$ cat src/rtl/cacheline_adaptor.sv
// Cache-line <-> memory-burst adaptor.
// Splits a LINE_WIDTH cache line into BEATS = LINE_WIDTH/BURST_WIDTH memory beats
// for writes, and assembles BEATS memory beats into a line for reads.
// Optional build macro CACHELINE_ADAPTOR_PROTOCHK_EN adds a sticky protocol
// error flag err_o (stray resp_i in IDLE/DONE, or read_i and write_i together).
module cacheline_adaptor #(
    parameter int unsigned LINE_WIDTH  = 256,
    parameter int unsigned BURST_WIDTH = 64,
    parameter int unsigned ADDR_WIDTH  = 32
) (
    input  logic                   clk,
    input  logic                   rst_n,
    // cache side
    input  logic                   read_i,
    input  logic                   write_i,
    input  logic [ADDR_WIDTH-1:0]  address_i,
    input  logic [LINE_WIDTH-1:0]  line_i,
    output logic [LINE_WIDTH-1:0]  line_o,
    output logic                   resp_o,
    // memory side
    output logic                   read_o,
    output logic                   write_o,
    output logic [ADDR_WIDTH-1:0]  address_o,
    output logic [BURST_WIDTH-1:0] burst_o,
    input  logic [BURST_WIDTH-1:0] burst_i,
    input  logic                   resp_i
`ifdef CACHELINE_ADAPTOR_PROTOCHK_EN
    ,
    output logic                   err_o
`endif
);

    localparam int unsigned BEATS = LINE_WIDTH / BURST_WIDTH;
    localparam int unsigned CNT_W = (BEATS > 1) ? $clog2(BEATS) : 1;
    localparam logic [CNT_W-1:0] LAST_BEAT = CNT_W'(BEATS - 1);

    typedef enum logic [1:0] {IDLE, READ, WRITE, DONE} state_e;

    state_e                  r_state;
    state_e                  w_state_nxt;
    logic [CNT_W-1:0]        r_cnt;
    logic [ADDR_WIDTH-1:0]   r_addr;
    logic [LINE_WIDTH-1:0]   r_wline;
    logic [LINE_WIDTH-1:0]   r_rline;
    logic [LINE_WIDTH-1:0]   w_rline_nxt;
    logic                    w_accept;
    logic                    w_beat;

    assign w_accept  = (r_state == IDLE) && (read_i || write_i);
    // resp_i only counts as a beat while a burst is in flight
    assign w_beat    = resp_i && ((r_state == READ) || (r_state == WRITE));
    assign line_o    = r_rline;
    assign address_o = r_addr;

    // State register
    always_ff @(posedge clk or negedge rst_n) begin
        if (!rst_n) begin
            r_state <= IDLE;
        end else begin
            r_state <= w_state_nxt;
        end
    end

    // Next-state and memory/cache handshake outputs
    always_comb begin
        w_state_nxt = r_state;
        read_o      = 1'b0;
        write_o     = 1'b0;
        resp_o      = 1'b0;
        unique case (r_state)
            IDLE: begin
                // read has priority when both requests are present
                if (read_i) begin
                    w_state_nxt = READ;
                end else if (write_i) begin
                    w_state_nxt = WRITE;
                end
            end
            READ: begin
                read_o = 1'b1;
                if (resp_i && (r_cnt == LAST_BEAT)) begin
                    w_state_nxt = DONE;
                end
            end
            WRITE: begin
                write_o = 1'b1;
                if (resp_i && (r_cnt == LAST_BEAT)) begin
                    w_state_nxt = DONE;
                end
            end
            DONE: begin
                resp_o      = 1'b1;
                w_state_nxt = IDLE;
            end
            default: w_state_nxt = IDLE;
        endcase
    end

    // Read line with the current beat merged into slice r_cnt; write beat mux
    always_comb begin
        w_rline_nxt = r_rline;
        burst_o     = '0;
        for (int b = 0; b < int'(BEATS); b++) begin
            if (r_cnt == CNT_W'(b)) begin
                w_rline_nxt[b*BURST_WIDTH +: BURST_WIDTH] = burst_i;
                burst_o = r_wline[b*BURST_WIDTH +: BURST_WIDTH];
            end
        end
    end

    // Datapath: latch request, count beats, assemble read line
    always_ff @(posedge clk or negedge rst_n) begin
        if (!rst_n) begin
            r_cnt   <= '0;
            r_addr  <= '0;
            r_wline <= '0;
            r_rline <= '0;
        end else if (w_accept) begin
            r_cnt  <= '0;
            r_addr <= address_i;
            if (!read_i) begin
                r_wline <= line_i;
            end
        end else if (w_beat) begin
            // wraps to zero after the last beat
            r_cnt <= r_cnt + CNT_W'(1);
            if (r_state == READ) begin
                r_rline <= w_rline_nxt;
            end
        end
    end

`ifdef CACHELINE_ADAPTOR_PROTOCHK_EN
    logic r_err;

    // Sticky protocol error: stray response outside a burst, or conflicting requests
    always_ff @(posedge clk or negedge rst_n) begin
        if (!rst_n) begin
            r_err <= 1'b0;
        end else if (((r_state == IDLE) && read_i && write_i) ||
                     (resp_i && ((r_state == IDLE) || (r_state == DONE)))) begin
            r_err <= 1'b1;
        end
    end

    assign err_o = r_err;
`endif

endmodule

$ cat config.mk
export PLATFORM = sky130hd
export DESIGN_NAME = cacheline_adaptor
export DESIGN_NICKNAME = d
export VERILOG_FILES = /design/src/rtl/cacheline_adaptor.sv
export SDC_FILE = /design/constraint.sdc
export NUM_CORES = 1
export LEC_CHECK = 0
export ABC_AREA = 1
export BUFFER_PORTS_ARGS = -buffer_cell sky130_fd_sc_hd__buf_4
export CAP_MARGIN = 0
export CORE_AREA = 2 2 276 278
export CTS_CLUSTER_SIZE = 16
export DETAILED_ROUTE_END_ITERATION = 16
export DIE_AREA = 0 0 278 280
export HOLD_SLACK_MARGIN = 0.08
export PLACE_DENSITY = 0.51
export SYNTH_ARGS = -nofsm -noshare
export SYNTH_HDL_FRONTEND = slang
export SYNTH_SLANG_ARGS = --single-unit
$ cat constraint.sdc
create_clock -name clk -period 1.85 [get_ports clk]
set_input_delay 0.37 -clock clk [delete_from_list [all_inputs] [get_ports clk]]
set_output_delay 0.37 -clock clk [all_outputs]
set_load 0.02 [all_outputs]
[Yosys cells after proc, flatten, opt, wreduce, memory -nomap -nowiden]
Index checks and enable logic that the tools add are counted.
Operators by class
  $add $sub $neg: 1
  equality and inequality tests: 8
  muxes and demuxes: 13
  bitwise gates (word level): 2
  reductions and logical operators: 15
Operator list (number)
  $mux 64: 4
  $reduce_and 4->1: 4
  $mux 2: 5
  $eq 2x2->1 const B: 4
  $pmux 2 s3: 1
  $eq 2x1->1 const B: 2
  $logic_not 2->1: 2
  $reduce_and 2->1: 2
  $logic_and 1x1->1: 3
  $mux 1: 3
  $ne 3x3->1 const B: 1
  $add 2x1->2 const B: 1
  $logic_or 1x1->1: 2
  $ne 2x1->1 const B: 1
  $not 1->1: 2
  $reduce_bool 2->1: 1
  $reduce_or 2->1: 1
Word-level totals
  flip-flop bits (word level): 548
  bits of input ports: 357
  word-level logic and storage cells: 47

[Longest topological paths before layout]
  depth in word-level cells: 5
  depth in mapped cells: 8
  mapped depth without buffers: 7

[Worst setup path after synthesis]
No wires, ideal clock.
  path kind: register -> output
  start: register r_cnt[0]
  end: output port burst_o[43]
  data arrival time: 1.513 ns
  data required time: 1.480 ns
  path slack: -0.033 ns
  cell stages (with the launch flop): 8
  path buffers: 2
  path through: dfrtp_1 inv_1 ha_1 clkbuf_1 clkbuf_1 a21oi_1 nand2_1 nand2_1
Between the ends
  cells in the longest elaborated chain, start to end: 5
  elaborated cells between the ends (all ways): 8
  classes of those cells: eq/ne (3); mux (4); reduce/logical (1)
RTL lines
  start, declared: line 41  | logic [CNT_W-1:0] r_cnt;
  start signal, assigned: line 126  | r_cnt <= r_cnt + CNT_W'(1);
  $logic_not 2->1: line 104  | if (r_cnt == CNT_W'(b)) begin
  $mux 64 (3 in series): line 104
  $mux 64 (*): line 104
  end, declared: line 24  | output logic [BURST_WIDTH-1:0] burst_o,
Mark *: on every way between the ends. The rest lies on a longest branch, timed or not.

[Worst setup path in the final report]
  start: register r_cnt[0]
  end: output port burst_o[33]
Same word-level chain as after synthesis.

==> metrics <==
status=complete, but fails checks; failing checks=setup timing; critical path endpoint category=primary output; Clock Tree Root=clkbuf_16; Final Net Count=4325; CP arrival=2.21 ns; Worst-Skew Late Latency=0.62 ns; commonest cells after routing, fill and taps aside=937 x nand2_1, 731 x buf_4, 547 x dfrtp_1; Setup-failing EPs final=101; global-route wire length before repair=141 mm; post-route design area=0.0379 mm^2; initial antenna violation count=7; Seq/Total Area, Yosys=58.0%; Die Area=0.0778 mm^2; DRT Wirelength=95.5 mm; filler cell count=7122; Placer Congestion=0.851; leak pwr=0.0201 uW; largest net degree at the start of global routing=109; Worst Tran Pin Value=0.593 ns; Final Cycle Share=140%; Final Max Tran Viols=0; Top delay family on crit path=buffers and inverters; ANT nets after route=0; Die Wd=278 um; fmax=387 MHz; DPL Wire Length=63.3 mm; drt wl/cell=19.2 um; Seq cells post-synth=548; Max Cap Viol=0; Num Clock Sinks=548; Clock transition at path regs=0.06 ns; CP required=1.48 ns; 1st-iter DRT viols=1531; Core Area=0.0752 mm^2; CP peak stage delay=0.41 ns; RSZ-0062 raised after global routing=yes; DRC=0; Clock Skew=0.0160 ns; unique cell type count in the Yosys netlist=20; startpoint class of the critical path=register; total CTS buffers=61; die height=280 um; reg2reg setup slack=-0.06 ns; gr usage total=23.3%; most frequent CP cell=nand2_1; Worst path slowest cell=dfrtp_1; HP Class=input port to register; share of cells above drive strength 1=28.4%; peak supply drop=873 uV; setup TNS=-42.94 ns; Max Buffers Root-to-Sink=3; I/O Pins=712; Area after DPL=0.0309 mm^2; synth warn=0; CP max FO=7; CP bufs+invs=5; routed vias/inst=4.64; most common cell after layout, fill and taps aside=nand2_1; Mean Syn Cell Area=8.24 um^2; crit-path cells=buf_6 -> ha_4 -> inv_8 -> clkbuf_16 -> clkbuf_16 -> nand3_2 -> nand2_1 -> nand2_1 -> nand2_1 -> buf_6; total iterations of the first detailed-routing run=5; Mapped Cells=2869; Tmin final=2.58 ns; worst rel slew slack=60.5%; Initial Util=31.4%; final worst setup slack=-0.731 ns; final hold violations=0; critical path class=register to primary output; FP Rows=101; port bufs=711; Pwr Density=1630 mW/mm^2; Hold WS=0.149 ns; vias in the first global route=23049; DR vias=23151; H-tree lvl count=2; Synth Net Count=3235; total gr overflow=0; mapped cell area=0.0236 mm^2; TritonCTS clock tree=done; Layout area overhead=60.2%
==> area by class of cell <==
cell class,instances,area (um^2),share of cell area [%]
repair buffers,1218,11200,29.5
flip-flops and latches,548,13700,36.2
diodes,4,10.0,0.0264
well taps,978,1220,3.23
multi-input cells,1834,8700,23.0
clock inverters,18,176,0.466
clock buffers,90,1770,4.66
inverters,296,1120,2.95
==> per-stage QoR <==
stage	worst slack (ns)	total power [uW]	utilization, %	cells
5_1_grt	-0.832	65600	50.4	4985
4_1_cts	-0.740	59300	48.8	4959
6_report	-0.731	61700	50.4	4986
2_1_floorplan	-0.0261	32800	-	2869
3_3_place_gp	-0.0982	45500	41.1	4491
3_5_place_dp	-0.109	45600	41.1	4491
==> state kept, by name, indices dropped and copies added (netlist names) <==
| name | flops |
|---|---|
| r_cnt | 2 |
| line_o | 256 |
| r_wline | 256 |
| address_o | 32 |
| r_state | 2 |
==> routing by layer <==
| metal | wire, um | GRT usage (%) | share of wire (%) |
|---|---|---|---|
| met4 | 3460 | 8.76 | 3.6 |
| met5 | 35 | 0 | 0.037 |
| met3 | 7050 | 6.09 | 7.4 |
| met2 | 44800 | 37.4 | 47 |
| met1 | 40100 | 30.3 | 42 |
==> Yosys cell counts, drive strengths merged <==
cell type	count	area, um^2
o21ai	481	2410
inv	296	1110
nand3	69	350
a21oi	192	961
nor2	69	315
or2	1	6.26
buf	84	458
dfrtp	548	13700
clkbuf	107	402
and3	1	6.26
ha	9	113
nand2	1012	3800
==> worst min-delay path, cell delays in order <==
cell and delay [ns]:
buf_4 0.08, inv_1 0.08, o21ai_0 0.18
==> report_power, final <==
group	switching [uW]	total (uW)	internal (uW)	leakage, uW
Combinational	17400	29900	12400	0.0122
Sequential	2870	19800	17000	0.00691
Clock	5020	12000	6960	0.000954
==> path summary, 6_finish.rpt <==
path                                    start            end  cells after the start
worst max register to register       r_cnt[0]    line_o[166]                      7
max in group asynchronous               rst_n    r_wline[42]                      3
worst max-delay path                 r_cnt[0]    burst_o[33]                     10
min in group asynchronous               rst_n   r_wline[159]                      2
worst min register to register  address_o[18]  address_o[18]                      2
worst min-delay path               line_i[68]    r_wline[68]                      3
==> cell families (layout without fill, tap and decap cells) <==
logic type / after synthesis / in the layout / share of synthesized area [%]
adder cells (fa/ha/maj): 9 / 9 / 0.476
other: 0 / 4 / 0
flip-flops: 548 / 548 / 58.0
AND/OR/NAND/NOR: 1152 / 1152 / 18.9
buffers and inverters: 487 / 1622 / 8.33
AO/OA/AOI/OAI: 673 / 673 / 14.2
==> timing repair <==
action,CTS,global route
hold buffers,352,0
setup endpoints to repair,161,360
pin swaps,3,49
setup buffers,7,10
endpoints found under the hold margin,955,0
gates resized for setup,62,197
cloned,1,14
Power figures use the tool's default switching activity.
